**src/rtl/hamming_secded_pipe.sv**
```systemverilog
// Two-stage pipelined Hamming SEC-DED decoder with valid/ready stream and saturating error counters.
// Optional: define HAMMING_SYND_OUT_EN to expose the registered syndrome {pe, s} on out_synd.
module hamming_secded_pipe #(
    parameter int DATA_W = 64,
    parameter int P_W    = 7,
    parameter int CNT_W  = 16
) (
    input  logic                     clk,
    input  logic                     rst,
    input  logic                     in_valid,
    output logic                     in_ready,
    input  logic [DATA_W+P_W:0]      in_cw,
    output logic                     out_valid,
    input  logic                     out_ready,
    output logic [DATA_W-1:0]        out_data,
    output logic                     out_sec,
    output logic                     out_ded,
`ifdef HAMMING_SYND_OUT_EN
    output logic [P_W:0]             out_synd,
`endif
    input  logic                     cnt_clr,
    output logic [CNT_W-1:0]         corr_cnt,
    output logic [CNT_W-1:0]         uncorr_cnt
);
    localparam int N = DATA_W + P_W + 1;

    generate
        if ((2 ** P_W) < N) begin : g_chk_pw
            $error("hamming_secded_pipe: 2**P_W must be >= DATA_W+P_W+1");
        end
        if (P_W > 0 && (2 ** (P_W - 1)) >= N) begin : g_chk_pw_max
            $error("hamming_secded_pipe: P_W too large, parity positions exceed codeword");
        end
    endgenerate

    // Position of data bit idx inside the codeword: skip index 0 and every power of two.
    function automatic int pos_of(input int idx);
        int c;
        c = 0;
        for (int p = 1; p < N; p++) begin
            if ((p & (p - 1)) != 0) begin
                if (c == idx) return p;
                c++;
            end
        end
        return 0;
    endfunction

    logic                w_s1_en;
    logic                w_s2_en;
    logic                w_xfer;
    logic [P_W-1:0]      w_s;
    logic                w_pe;
    logic [DATA_W-1:0]   w_raw;
    logic [DATA_W-1:0]   w_flip;
    logic                w_sec;
    logic                w_ded;
    logic [DATA_W-1:0]   w_data;

    logic                r_s1_v;
    logic [DATA_W-1:0]   r_s1_raw;
    logic [P_W-1:0]      r_s1_s;
    logic                r_s1_pe;
    logic                r_s2_v;
    logic [DATA_W-1:0]   r_data;
    logic                r_sec;
    logic                r_ded;
    logic [CNT_W-1:0]    r_corr;
    logic [CNT_W-1:0]    r_uncorr;

    always_comb begin
        w_s = '0;
        for (int i = 1; i < N; i++) begin
            if (in_cw[i]) w_s = w_s ^ P_W'(i);
        end
    end
    assign w_pe = ^in_cw;

    // S1 keeps only the payload bits; parity positions are fully summarised by s and pe.
    generate
        for (genvar g = 0; g < DATA_W; g++) begin : g_map
            localparam int POS = pos_of(g);
            assign w_raw[g]  = in_cw[POS];
            assign w_flip[g] = (r_s1_s == P_W'(POS));
        end
    endgenerate

    assign w_sec  = r_s1_pe && (int'(r_s1_s) < N);
    assign w_ded  = r_s1_pe ? !w_sec : (r_s1_s != '0);
    assign w_data = w_sec ? (r_s1_raw ^ w_flip) : r_s1_raw;

    assign w_s2_en  = !r_s2_v || out_ready;
    assign w_s1_en  = !r_s1_v || w_s2_en;
    assign w_xfer   = r_s2_v && out_ready;
    assign in_ready = !rst && w_s1_en;

    always_ff @(posedge clk) begin
        if (rst) begin
            r_s1_v   <= 1'b0;
            r_s1_raw <= '0;
            r_s1_s   <= '0;
            r_s1_pe  <= 1'b0;
            r_s2_v   <= 1'b0;
            r_data   <= '0;
            r_sec    <= 1'b0;
            r_ded    <= 1'b0;
        end else begin
            if (w_s1_en) begin
                r_s1_v <= in_valid;
                if (in_valid) begin
                    r_s1_raw <= w_raw;
                    r_s1_s   <= w_s;
                    r_s1_pe  <= w_pe;
                end
            end
            // Output registers only move when a new beat replaces the old one, so they hold under stall.
            if (w_s2_en) begin
                r_s2_v <= r_s1_v;
                if (r_s1_v) begin
                    r_data <= w_data;
                    r_sec  <= w_sec;
                    r_ded  <= w_ded;
                end
            end
        end
    end

`ifdef HAMMING_SYND_OUT_EN
    logic [P_W:0] r_synd;
    always_ff @(posedge clk) begin
        if (rst) begin
            r_synd <= '0;
        end else if (w_s2_en && r_s1_v) begin
            r_synd <= {r_s1_pe, r_s1_s};
        end
    end
    assign out_synd = r_synd;
`endif

    // Count on transfer out; clear wins over a same-cycle increment.
    always_ff @(posedge clk) begin
        if (rst || cnt_clr) begin
            r_corr   <= '0;
            r_uncorr <= '0;
        end else if (w_xfer) begin
            if (r_sec && r_corr != '1)   r_corr   <= r_corr + 1'b1;
            if (r_ded && r_uncorr != '1) r_uncorr <= r_uncorr + 1'b1;
        end
    end

    assign out_valid  = r_s2_v;
    assign out_data   = r_data;
    assign out_sec    = r_sec;
    assign out_ded    = r_ded;
    assign corr_cnt   = r_corr;
    assign uncorr_cnt = r_uncorr;
endmodule
```
**config.mk**
```make
export PLATFORM = sky130hd
export DESIGN_NAME = hamming_secded_pipe
export DESIGN_NICKNAME = d
export VERILOG_FILES = /design/src/rtl/hamming_secded_pipe.sv
export SDC_FILE = /design/constraint.sdc
export NUM_CORES = 1
export LEC_CHECK = 0
export CELL_PAD_IN_SITES_DETAIL_PLACEMENT = 1
export CELL_PAD_IN_SITES_GLOBAL_PLACEMENT = 2
export CORE_ASPECT_RATIO = 0.7
export CORE_MARGIN = 2
export CORE_UTILIZATION = 30
export CTS_CLUSTER_SIZE = 14
export DETAILED_ROUTE_END_ITERATION = 8
export PLACE_DENSITY_LB_ADDON = 0.1
export SYNTH_ARGS = -nofsm -noshare
export SYNTH_HDL_FRONTEND = slang
export SYNTH_SLANG_ARGS = --single-unit
```
**constraint.sdc**
```tcl
create_clock -name clk -period 2.25 [get_ports clk]
set_input_delay 0.5625 -clock clk [delete_from_list [all_inputs] [get_ports clk]]
set_output_delay 0.5625 -clock clk [all_outputs]
set_load 0.01 [all_outputs]
```
==> impl_metrics.json <==
{
  "outcome": "complete, no violations",
  "relSlewSlack": 0.535,
  "initial_core_util": 0.306,
  "cts-root-buf": "clkbuf_16",
  "clockBufferDepth": 2,
  "worstPathMaxFanout": 2,
  "critPathRequiredTime_ns": 2.61,
  "seq_area_um2": 3440,
  "core_um2": 27900,
  "nets": 1374,
  "cp_cell_sequence": "clkdlybuf4s50_1 > xnor2_2 > xnor2_4 > xnor2_2 > xnor3_1 > xnor2_2 > xnor2_1 > a211oi_2",
  "cts_tree": "yes",
  "synthTopCellsByCount": "nand2_1 (178), dfxtp_1 (172), nor2_1 (124), xnor2_1 (111), a21oi_1 (71)",
  "synth_top_flop_cell": "dfxtp_1",
  "synth_cell_type_count": 42,
  "yosys_warnings": 0,
  "io_buffers": 176,
  "dr.first_iter.drc_count": 330,
  "synthAdderAreaFrac": 0.00293,
  "crit_buf_inv": 1,
  "multiInputGateArea_um2": 4980,
  "grt_antenna_before_repair": 0,
  "ys_ff_latch": 172,
  "end_kind": "flop",
  "syn_inst": 1020,
  "cts_inserted_buffers": 17,
  "async_reset_ff_frac": 0,
  "place_congestion": 0.803,
  "synth.most_common_cell": "nand2_1",
  "post-place-ws_ns": -0.474,
  "whs_ns": 0.466,
  "fillCellCount": 3260,
  "antenna_cells": 0,
  "critPathArrivalTime_ns": 2.55,
  "start_kind": "input port",
  "synth_mux_area_frac": 0.00235,
  "p_leak_nw": 4.63,
  "grt_pass1_vias": 8120,
  "dieHeight_um": 145,
  "dp.cells": 1644,
  "ir_drop_mv": 0.522,
  "r2r_cells": 5,
  "stdcell_count": 1678,
  "path_depth": 8,
  "routed.top_layer": "met4",
  "grt_pass1_wl_mm": 48.0,
  "synth.area.top_cells": "dfxtp_1 (40%), xnor2_1 (11%), nand2_1 (7.8%)",
  "yosys.area.top_type": "dfxtp_1",
  "first_pass_iters": 5,
  "overflow": 0,
  "drc": 0,
  "setup_viol": 0,
  "path_clk_slew_ns": 0.07,
  "hold_depth": 2,
  "min_path_type": "flop to flop",
  "drive_gt1_frac": 0.162,
  "insertion_delay_ns": 0.44,
  "antenna_left": 0,
  "worstSetupPathType": "input port to flop",
  "fp-row-count": 51,
  "met2_length_mm": 13.0,
  "critPathSlowestCell": "xnor3_1",
  "synth_area_um2": 8530,
  "ioPinCount": 177,
  "synth_top_family_by_area": "XOR/XNOR gates",
  "crit_family": "XOR/XNOR gates",
  "power_density_nw_per_um2": 789,
  "tightest_slew_ns": 0.698,
  "dieArea_um2": 29800,
  "grt_max_degree": 141,
  "synth_nets": 1099,
  "htreeDepth": 4,
  "setup_ws_ns": 0.0569,
  "synthSimpleGateAreaFrac": 0.212,
  "drv_cap": 0,
  "max_freq_ghz": 0.456,
  "wirelength_mm": 30.8,
  "dp_hpwl_mm": 23.1,
  "synth_edf_count": 0,
  "drv_slew": 0,
  "wl_per_cell_um": 18.4,
  "avgSynthCellArea_um2": 8.36,
  "period_share": 0.975,
  "finalSetupTns_ns": 0,
  "rsz0062_at_grt": "yes",
  "finalCriticalPeriod_ns": 2.19,
  "finalHoldViolations": 0,
  "vias_per_cell": 4.72,
  "area_growth_pct": 46.1,
  "power_w": 0.00984,
  "grt_usage": 0.211,
  "routed-wl-met3_mm": 1.15,
  "drt-met1-wl_mm": 16.4,
  "vias": 7918,
  "synth_compound_area_frac": 0.130,
  "clock_sinks": 172,
  "fin_skew_ns": 0.00709,
  "chipWidth_um": 206,
  "max_stage_delay_ns": 0.47,
  "yosysSeqAreaShare": 0.404,
  "synth_xor_area_frac": 0.218,
  "synth.top_cell.area_share": 0.404,
  "cp_common_cell": "xnor2_2"
}
==> repair_timing <==
item / CTS / global route
hold buffers: 0 / 0
pin swaps: 3 / 15
resized for setup: 5 / 31
setup endpoints to repair: 3 / 5
buffers inserted: 1 / 2
==> flip-flops by register name (all words and copies together) (netlist names) <==
register	cells
out_data	64
corr_cnt	16
r_s1_pe	1
r_s1_raw	64
uncorr_cnt	16
r_s1_v	1
out_sec	1
out_ded	1
r_s1_s	7
out_valid	1
==> final timing paths <==
| check | start | to | slack [ns] |
|---|---|---|---|
| worst max-delay path | in_cw[65] | r_s1_pe$_SDFFE_PP0P_ | 0.06 |
| worst min-delay path | r_s1_raw[8]$_SDFFE_PP0P_ | r_s1_raw[8]$_SDFFE_PP0P_ | 0.47 |
| worst max register to register | r_s1_pe$_SDFFE_PP0P_ | out_data[25]$_SDFFE_PP0P_ | 0.18 |
| worst min register to register | r_s1_raw[8]$_SDFFE_PP0P_ | r_s1_raw[8]$_SDFFE_PP0P_ | 0.47 |
==> per-stage QoR <==
| step | cell area [um2] | utilization |
|---|---|---|
| detailed placement | 11600 | 0.418 |
| finish | 12500 | 0.447 |
| CTS | 12300 | 0.440 |
| floorplan | 8530 | - |
| global placement | 11600 | 0.418 |
| global route | 12500 | 0.447 |
==> cell usage in the layout, fill, tap and decap left out, drive strengths merged, types with 6 or more instances in the layout <==
| master | synthesis | final |
|---|---|---|
| nor3 | 8 | 8 |
| nor2b | 6 | 6 |
| dlymetal6s2s | 0 | 14 |
| xnor2 | 126 | 126 |
| a21oi | 71 | 71 |
| buf | 3 | 139 |
| nand2 | 178 | 178 |
| clkdlybuf4s50 | 0 | 158 |
| xor2 | 70 | 70 |
| and3 | 6 | 6 |
| o21ai | 32 | 32 |
| nand4 | 6 | 6 |
| or3 | 32 | 32 |
| clkbuf | 54 | 22 |
| dfxtp | 172 | 172 |
| a311oi | 30 | 30 |
| nand3 | 26 | 26 |
| nor2 | 124 | 124 |
| a211oi | 42 | 42 |
==> power by group <==
| part | switching [W] | total (W) | internal, W | leakage [nW] |
|---|---|---|---|---|
| logic | 0.00161 | 0.00323 | 0.00162 | 2.92 |
| clock network | 0.00130 | 0.00317 | 0.00186 | 0.295 |
| registers | 0.000193 | 0.00344 | 0.00325 | 1.41 |
| total | 0.00310 | 0.00984 | 0.00673 | 4.63 |
==> worst reg2reg max path: cells and delay by family, from the launching register on <==
family             cells  cell delay (ns)
DFF                    1             0.42
and+or+nand+nor        4             1.29
AOI/OAI and AO/OA      1             0.26
==> logic make-up after synthesis <==
family,count (synthesis)
and+or+nand+nor,411
xor gates and xnor gates,197
AOI/OAI and AO/OA,177
muxes,2
buffers and inverters,59
adders and majority gates,2
DFF,172
==> routing by layer <==
| metal | track usage | vias up |
|---|---|---|
| met5 | 0 | - |
| met4 | 0.0424 | 0 |
| met3 | 0.0380 | 20 |
| met2 | 0.305 | 129 |
| met1 | 0.324 | 3795 |
| li1 | - | 3974 |
==> cell type report <==
cell class	instances	share of cell area
Multi-Input combinational cell	789	0.400
Tap cell	371	0.0372
Clock buffer	22	0.0389
Sequential cell	172	0.276
Timing Repair Buffer	314	0.237
Inverter	1	0.000301
Clock inverter	9	0.0108
Power figures use the tool's default switching activity.
